## src/rtl/uart_tx_sched.sv

```systemverilog
// Two-requester byte scheduler feeding a single UART transmitter (core stdout, status messages).
// Latency: byte pushed into idle, empty scheduler appears as a tx_en_o pulse two edges later.
// Backpressure: per-requester ready drops when its FIFO is full; bytes offered while full are dropped and flagged.
module uart_tx_sched #(
    parameter int FIFO_DEPTH = 8
) (
    input  logic       clk_i,
    input  logic       rst_ni,
    input  logic       core_valid_i,
    input  logic [7:0] core_data_i,
    output logic       core_ready_o,
    input  logic       stat_valid_i,
    input  logic [7:0] stat_data_i,
    output logic       stat_ready_o,
    output logic       tx_en_o,
    output logic [7:0] tx_data_o,
    input  logic       tx_done_i,
    output logic       drained_o,
    output logic [1:0] overflow_o
);

    localparam int AW = $clog2(FIFO_DEPTH);
    localparam int PW = AW + 1;

    localparam logic [1:0] IDLE      = 2'd0;
    localparam logic [1:0] START     = 2'd1;
    localparam logic [1:0] WAIT_DONE = 2'd2;

    logic [1:0]    state;
    logic [PW-1:0] wptr [2];
    logic [PW-1:0] rptr [2];
    logic [7:0]    mem  [2][FIFO_DEPTH];
    logic [7:0]    in_dat [2];
    logic [1:0]    in_vld;
    logic [1:0]    not_empty;
    logic [1:0]    full;
    logic [1:0]    push;
    logic [1:0]    pop;
    logic          last_grant;
    logic          sel;
    logic [7:0]    tx_data;
    logic [1:0]    overflow;

    // FIFO status from registered pointers, push qualification and round-robin pick
    always_comb begin
        in_vld    = {stat_valid_i, core_valid_i};
        in_dat[0] = core_data_i;
        in_dat[1] = stat_data_i;
        for (int i = 0; i < 2; i++) begin
            not_empty[i] = (wptr[i] != rptr[i]);
            full[i]      = (wptr[i][AW] != rptr[i][AW]) &&
                           (wptr[i][AW-1:0] == rptr[i][AW-1:0]);
            push[i]      = in_vld[i] & ~full[i];
        end
        // both waiting: alternate; otherwise take whichever one has data
        sel = (&not_empty) ? ~last_grant : not_empty[1];
        pop = 2'b00;
        if ((state == IDLE) && (|not_empty)) begin
            pop[sel] = 1'b1;
        end
    end

    // FIFO pointers and sticky drop flags
    always_ff @(posedge clk_i or negedge rst_ni) begin
        if (!rst_ni) begin
            for (int i = 0; i < 2; i++) begin
                wptr[i] <= '0;
                rptr[i] <= '0;
            end
            overflow <= 2'b00;
        end else begin
            for (int i = 0; i < 2; i++) begin
                if (push[i]) wptr[i] <= wptr[i] + PW'(1);
                if (pop[i])  rptr[i] <= rptr[i] + PW'(1);
                if (in_vld[i] && full[i]) overflow[i] <= 1'b1;
            end
        end
    end

    // FIFO storage; contents need no reset because pointers define validity
    always_ff @(posedge clk_i) begin
        for (int i = 0; i < 2; i++) begin
            if (push[i]) mem[i][wptr[i][AW-1:0]] <= in_dat[i];
        end
    end

    // Issue FSM: pop and latch grant in IDLE, one-cycle start, then hold until the transmitter finishes
    always_ff @(posedge clk_i or negedge rst_ni) begin
        if (!rst_ni) begin
            state      <= IDLE;
            last_grant <= 1'b1;
            tx_data    <= 8'h00;
        end else begin
            case (state)
                IDLE: begin
                    if (|not_empty) begin
                        state      <= START;
                        last_grant <= sel;
                        tx_data    <= mem[sel][rptr[sel][AW-1:0]];
                    end
                end
                START:     state <= WAIT_DONE;
                WAIT_DONE: if (tx_done_i) state <= IDLE;
                default:   state <= IDLE;
            endcase
        end
    end

    assign core_ready_o = ~full[0];
    assign stat_ready_o = ~full[1];
    assign tx_en_o      = (state == START);
    assign tx_data_o    = tx_data;
    assign drained_o    = (state == IDLE) && !(|not_empty);
    assign overflow_o   = overflow;

endmodule

```

## config.mk

```make
export PLATFORM = sky130hd
export DESIGN_NAME = uart_tx_sched
export DESIGN_NICKNAME = d
export VERILOG_FILES = /design/src/rtl/uart_tx_sched.sv
export SDC_FILE = /design/constraint.sdc
export NUM_CORES = 1
export LEC_CHECK = 0
export CAP_MARGIN = 40
export CORE_UTILIZATION = 30
export CTS_CLUSTER_DIAMETER = 40
export DETAILED_ROUTE_END_ITERATION = 12
export GPL_TIMING_DRIVEN = 0
export SYNTH_ARGS = -nofsm -noshare
export SYNTH_HDL_FRONTEND = slang
export SYNTH_SLANG_ARGS = --single-unit
export TNS_END_PERCENT = 5
```

## constraint.sdc

```tcl
create_clock -name clk_i -period 2.4 [get_ports clk_i]
set_clock_uncertainty 0.2 [all_clocks]
set_input_delay 0.24 -clock clk_i [delete_from_list [all_inputs] [get_ports clk_i]]
set_output_delay 0.24 -clock clk_i [all_outputs]
set_load 0.03 [all_outputs]
```

## Yosys cells after proc, flatten, opt, wreduce, memory -nomap -nowiden

Memories as Yosys holds them, arrays and structs flattened.
Cells that the tools add are included.
Widths: inputs -> output; s select.

| operators by class | value |
|---|---|
| order comparisons | 8 |
| mux-type cells | 21 |
| reduce and logical (&&, ||, !) cells | 15 |
| $add $sub $neg | 4 |
| bitwise operators | 9 |
| div/mod/pow operators | 0 |
| multipliers | 0 |
| equal/unequal tests | 10 |
| shift-type cells | 0 |

Operator list:

| kind | count |
|---|---|
| $mux 64 | 2 |
| $demux 8 s3 | 2 |
| $mux 8 | 4 |
| $bmux 8 s3 | 1 |
| $add 4x1->4 const B | 4 |
| $ge 4x4->1 const B | 3 |
| $not 3->4 | 3 |
| $logic_and 1x1->1 | 9 |
| $mux 3 | 3 |
| $lt 4x1->1 const B | 2 |
| $ne 4x4->1 | 2 |
| $eq 3x3->1 | 2 |
| $mux 2 | 3 |
| $pmux 2 s3 | 1 |
| $reduce_and 2->1 | 3 |
| $mux 1 | 4 |
| $not 1->1 | 3 |
| $and 1x1->1 | 2 |
| $eq 2x1->1 const B | 1 |
| $eq 2x2->1 const B | 1 |
| $ge 2x2->1 const B | 1 |
| $logic_not 2->1 | 1 |
| $lt 1x2->1 const B | 1 |
| $ne 1x1->1 | 2 |
| other kinds (7) | 7 |

| word-level totals | value |
|---|---|
| output and inout port bits | 14 |
| bits of input ports | 21 |
| memories | 1 |
| flip-flop bits (word level) | 29 |
| bits in read-only memories | 0 |
| memory bits (writable) | 128 |
| bits in latches | 0 |

Memory list:

| name | words | bits a word | rd ports | clocked after memory_dff | wr ports | line | text |
|---|---|---|---|---|---|---|---|
| mem | 2 | 64 | 1 | 0 | 2 | 32 | `logic [7:0] mem [2][FIFO_DEPTH];` |

## Longest topological paths before layout

| depth | value |
|---|---|
| depth after elaboration | 11 |
| mapped depth | 7 |
| gate-level depth less buffers | 6 |

## Worst setup path before layout

Ideal clock, no wire load.

| timing path | value |
|---|---|
| path kind | reg-to-reg |
| start point | register rptr[4] in the netlist's numbering |
| end point | memory mem[0][16] in the netlist's numbering (enable) |
| stages on the path, launching flop included | 7 |
| path buffers | 1 |
| data arrival time | 1.922 ns |
| slack | -0.092 ns |
| cells stage by stage | dfrtp_1 buf_6 xnor2_4 nand4_1 nand2_1 or2_2 nor2_1 |

RTL lines:

| what | line | text |
|---|---|---|
| start: declaration | 31 | `logic [PW-1:0] rptr [2];` |
| start signal: indexed assignment | 74 | `if (pop[i]) rptr[i] <= rptr[i] + PW'(1);` |
| end: declaration | 32 |  |

## Worst setup path after layout

| timing path | value |
|---|---|
| start point | register rptr[1] in the netlist's numbering |
| end point | output port drained_o |

| on the way | value |
|---|---|
| cells in the longest elaborated chain, start to end | 4 |

Ends and longest elaborated chain:

| what | line | text |
|---|---|---|
| $ne 4x4->1 | 50 | `not_empty[i] = (wptr[i] != rptr[i]);` |
| $reduce_or 2->1 | 113 | `assign drained_o = (state == IDLE) && !(\|not_empty);` |
| $logic_not 1->1 | 113 |  |
| $logic_and 1x1->1 | 113 |  |
| end: declaration | 18 | `output logic drained_o,` |

No other way between the ends.

==> results.py <==
metrics = {
    "outcome": {
        "status": "finished, violations left",
        "violations": "setup timing",
    },
    "worst_hold_path": {
        "hold_class": "in2async",
    },
    "critical_path": {
        "worstSetupPathType": "reg2out",
        "cp-end-kind": "output pin",
        "start_kind": "flip-flop",
        "required_ps": 1960,
        "cp.arrival_ps": 2020,
        "cp_max_fo": 10,
        "reg2regPathDepth": 6,
        "r2r_end": "mem[1][63]$_DFFE_PP_",
        "reg2reg_slack_ps": 70,
        "crit-reg2reg-launch": "rptr[1]$_DFFE_PN0P_",
    },
    "detailed_routing": {
        "detail-route-antenna-nets": 0,
        "routed_wirelength_microns": 12110,
        "post_drt_wl_per_cell_microns": 17.81,
        "via_count": 3132,
        "drc": 0,
        "drt_iter0_drc": 243,
        "drt-vias-per-instance": 4.606,
        "dr.pass1.iters": 4,
    },
    "final_layout": {
        "diodes": 0,
        "utilization_pct": 37.27,
        "drive_above_1_share_pct": 28.40,
        "fin_nets": 417,
        "area_delta_synth_final_pct": 21.09,
        "fin_cells": 680,
    },
    "timing": {
        "layout_setup_ws_ps": -56.20,
        "whs_ps": 58.79,
        "setup_tns_ps": -56.20,
        "slew_viol_final": 0,
        "finalHoldViolations": 0,
        "fin_crit_sh_pct": 102.3,
        "rsz0062_at_grt": "true",
        "fin_crit_ps": 2456,
        "max-slew-margin-rel_pct": 47.42,
        "worst_pin_slew_ps": 788.7,
        "setup_viol": 1,
        "max_freq_ghz": 0.4071,
    },
    "floorplan": {
        "row_count": 53,
        "die_y_microns": 149.1,
        "io_pins": 35,
        "initial_core_util_pct": 30.78,
        "dieArea_sq_mm": 0.02222,
        "core_sq_mm": 0.02109,
        "die_x_microns": 149.1,
    },
    "synthesis": {
        "synth-xor-area-share_pct": 3.914,
        "syn_area_sq_mm": 0.006490,
        "synth_top_family_by_area": "multiplexers",
        "synth.top_cell.area_share_pct": 59.22,
        "yosys_register_bits": 157,
        "synthAdderAreaFrac_pct": 0.7712,
        "postSynthCellCount": 330,
        "yosys_warnings": 0,
        "synth_ff_type": "edfxtp_1",
        "synthTopCellsByArea": "edfxtp_1 (59%), dfrtp_1 (11%), mux4_2 (9.4%), mux2i_1 (2.5%), mux4_1 (2.0%)",
        "synth_compound_area_share_pct": 2.622,
        "async_flop_share_pct": 18.47,
        "synthesis.nets": 355,
        "synth_mux_area_share_pct": 14.67,
        "syn_avg_cell_area_sq_um": 19.67,
        "yosysSeqAreaShare_pct": 70.43,
        "synth_top_area_cell": "edfxtp_1",
        "synth_edf_count": 128,
        "synth_simple_gate_area_share_pct": 5.090,
        "synth.distinct_cells": 45,
    },
    "clock_tree": {
        "cts_hold_buf": 0,
        "h-tree-depth": 4,
        "cts_tree": "yes",
        "clk_latency_ps": 420,
        "numCtsBuffers": 17,
        "cts.sinks": 157,
        "clk_pin_slew_ps": 60,
        "clockBufferDepth": 2,
        "root_buffer": "clkbuf_16",
    },
    "grt": {
        "first_global_vias": 3333,
        "grt_overflow": 0,
        "grt_pass1_wl_microns": 19330,
        "antenna_found_initial": 0,
        "grt_max_degree": 18,
        "grtUsageTotal_pct": 12.07,
    },
    "placed_design": {
        "io_buffers": 34,
        "place_congestion": 0.7382,
        "placed_cells": 648,
        "dp_hpwl_microns": 8301,
    },
    "power": {
        "p_leak_nw": 2.733,
        "p_total_w": 0.01034,
        "peakVddDrop_mv": 0.4113,
        "cellPowerDensity_mw_per_mm2": 1316,
    },
    "flow_run": {
        "drv_cap": 0,
    },
}
[layout make-up]
type,instances,area (sq um)
Timing Repair Buffer,43,430.4
Inverter,3,11.26
Buffer,16,151.4
Clock inverter,12,86.33
Tap cell,275,344.1
Multi-Input combinational cell,154,1827
Sequential cell,157,4572
Fill cell,1942,13230
Clock buffer,20,436.7
[synth_stat cells (all sizes together) (2+ instances only)]
| cell type | number |
|---|---|
| ha | 4 |
| inv | 3 |
| nor3 | 5 |
| mux2 | 4 |
| nand2 | 16 |
| nand3 | 8 |
| mux2i | 16 |
| or2 | 3 |
| nand2b | 3 |
| o21bai | 2 |
| nor2 | 13 |
| mux4 | 32 |
| nand4 | 2 |
| edfxtp | 128 |
| a21oi | 8 |
| nand4b | 2 |
| a22o | 8 |
| xor2 | 5 |
| buf | 15 |
| xnor2 | 15 |
| dfrtp | 28 |
[what timing repair did]
action / CTS / global route
setup endpoints to repair: 70 / 52
gates resized for setup: 19 / 6
setup buffers: 0 / 0
[critical path, stage by stage, from the launching register on]
cell and delay (ps):
dfrtp_1 390, buf_6 160, xnor2_2 200, nand4b_4 170, nor4_1 330, clkdlybuf4s15_2 350
[cells by family (layout without fill, tap and decap cells)]
group / after synthesis / in the layout
flops: 157 / 157
simple gates: 57 / 57
mux: 52 / 52
compound gates: 21 / 21
xor+xnor: 20 / 20
buf+inv: 19 / 94
fa+ha+maj: 4 / 4
[stage by stage]
stage | setup WS (ps) | instance area [sq um]
2_1_floorplan | -91.86 | 6490
3_3_place_gp | -488.0 | 7174
3_5_place_dp | -298.9 | 7267
4_1_cts | -76.74 | 7834
5_1_grt | -105.1 | 7859
6_report | -56.20 | 7859
[worst max-delay path by stage]
stage	slack [ps]	depth (start not counted)	startpoint	end
global route	-110	5	wptr[0]$_DFFE_PN0P_	drained_o
detailed placement	-300	6	rptr[4]$_DFFE_PN0P_	mem[0][27]$_DFFE_PP_
global placement	-490	5	rptr[4]$_DFFE_PN0P_	mem[0][40]$_DFFE_PP_
finish	-60	5	rptr[1]$_DFFE_PN0P_	drained_o
CTS	-80	5	rptr[1]$_DFFE_PN0P_	drained_o
floorplan	-90	6	rptr[4]$_DFFE_PN0P_	mem[0][16]$_DFFE_PP_
[layout by cell type, fill, tap and decap left out, types with 2 or more instances in the layout]
| master | instances |
|---|---|
| nor2_4 | 5 |
| clkinvlp_4 | 2 |
| a22o_1 | 8 |
| buf_2 | 3 |
| dfrtp_1 | 27 |
| mux4_2 | 27 |
| nand4_1 | 2 |
| buf_4 | 8 |
| nand2_1 | 13 |
| clkdlybuf4s50_1 | 31 |
| dlygate4sd2_1 | 2 |
| edfxtp_1 | 128 |
| mux2i_1 | 16 |
| clkinv_4 | 2 |
| clkbuf_16 | 17 |
| nor2_2 | 3 |
| xnor2_1 | 9 |
| ha_1 | 4 |
| inv_1 | 2 |
| mux4_1 | 5 |
| buf_6 | 10 |
| nand2_2 | 3 |
| clkinv_2 | 3 |
| inv_6 | 4 |
| o21bai_1 | 2 |
| xnor2_2 | 3 |
| mux2_2 | 2 |
| or2_4 | 2 |
| nor3_2 | 2 |
| nand3_1 | 7 |
| mux2_4 | 2 |
| xnor2_4 | 3 |
| nor3_4 | 2 |
| clkbuf_1 | 4 |
| a21oi_1 | 8 |
| nand4b_4 | 2 |
| nand2b_1 | 3 |
| nor2_1 | 5 |
| xor2_1 | 5 |
[flip-flops by register name, summed over array words and instances (netlist names)]
signal / cells
state: 2
overflow_o: 2
rptr: 8
last_grant: 1
wptr: 8
tx_data_o: 8
mem: 128
[per-layer routing]
| metal | global-route usage, % | vias to the layer above | wire, microns | share of wire (%) |
|---|---|---|---|---|
| met5 | 0 | - | 0 | 0 |
| met4 | 5.051 | 0 | 197 | 1.6 |
| met3 | 4.220 | 18 | 740 | 6.1 |
| met2 | 18.26 | 64 | 5658 | 47 |
| met1 | 15.74 | 1615 | 5513 | 46 |
| li1 | - | 1435 | - | - |
[power by group]
part	total (W)	internal, W	switching, W
sequential	0.00388	0.00358	0.000297
combinational	0.00406	0.00192	0.00214
clock	0.00241	0.00133	0.00108
No activity file was read; power rests on OpenSTA's default activity.
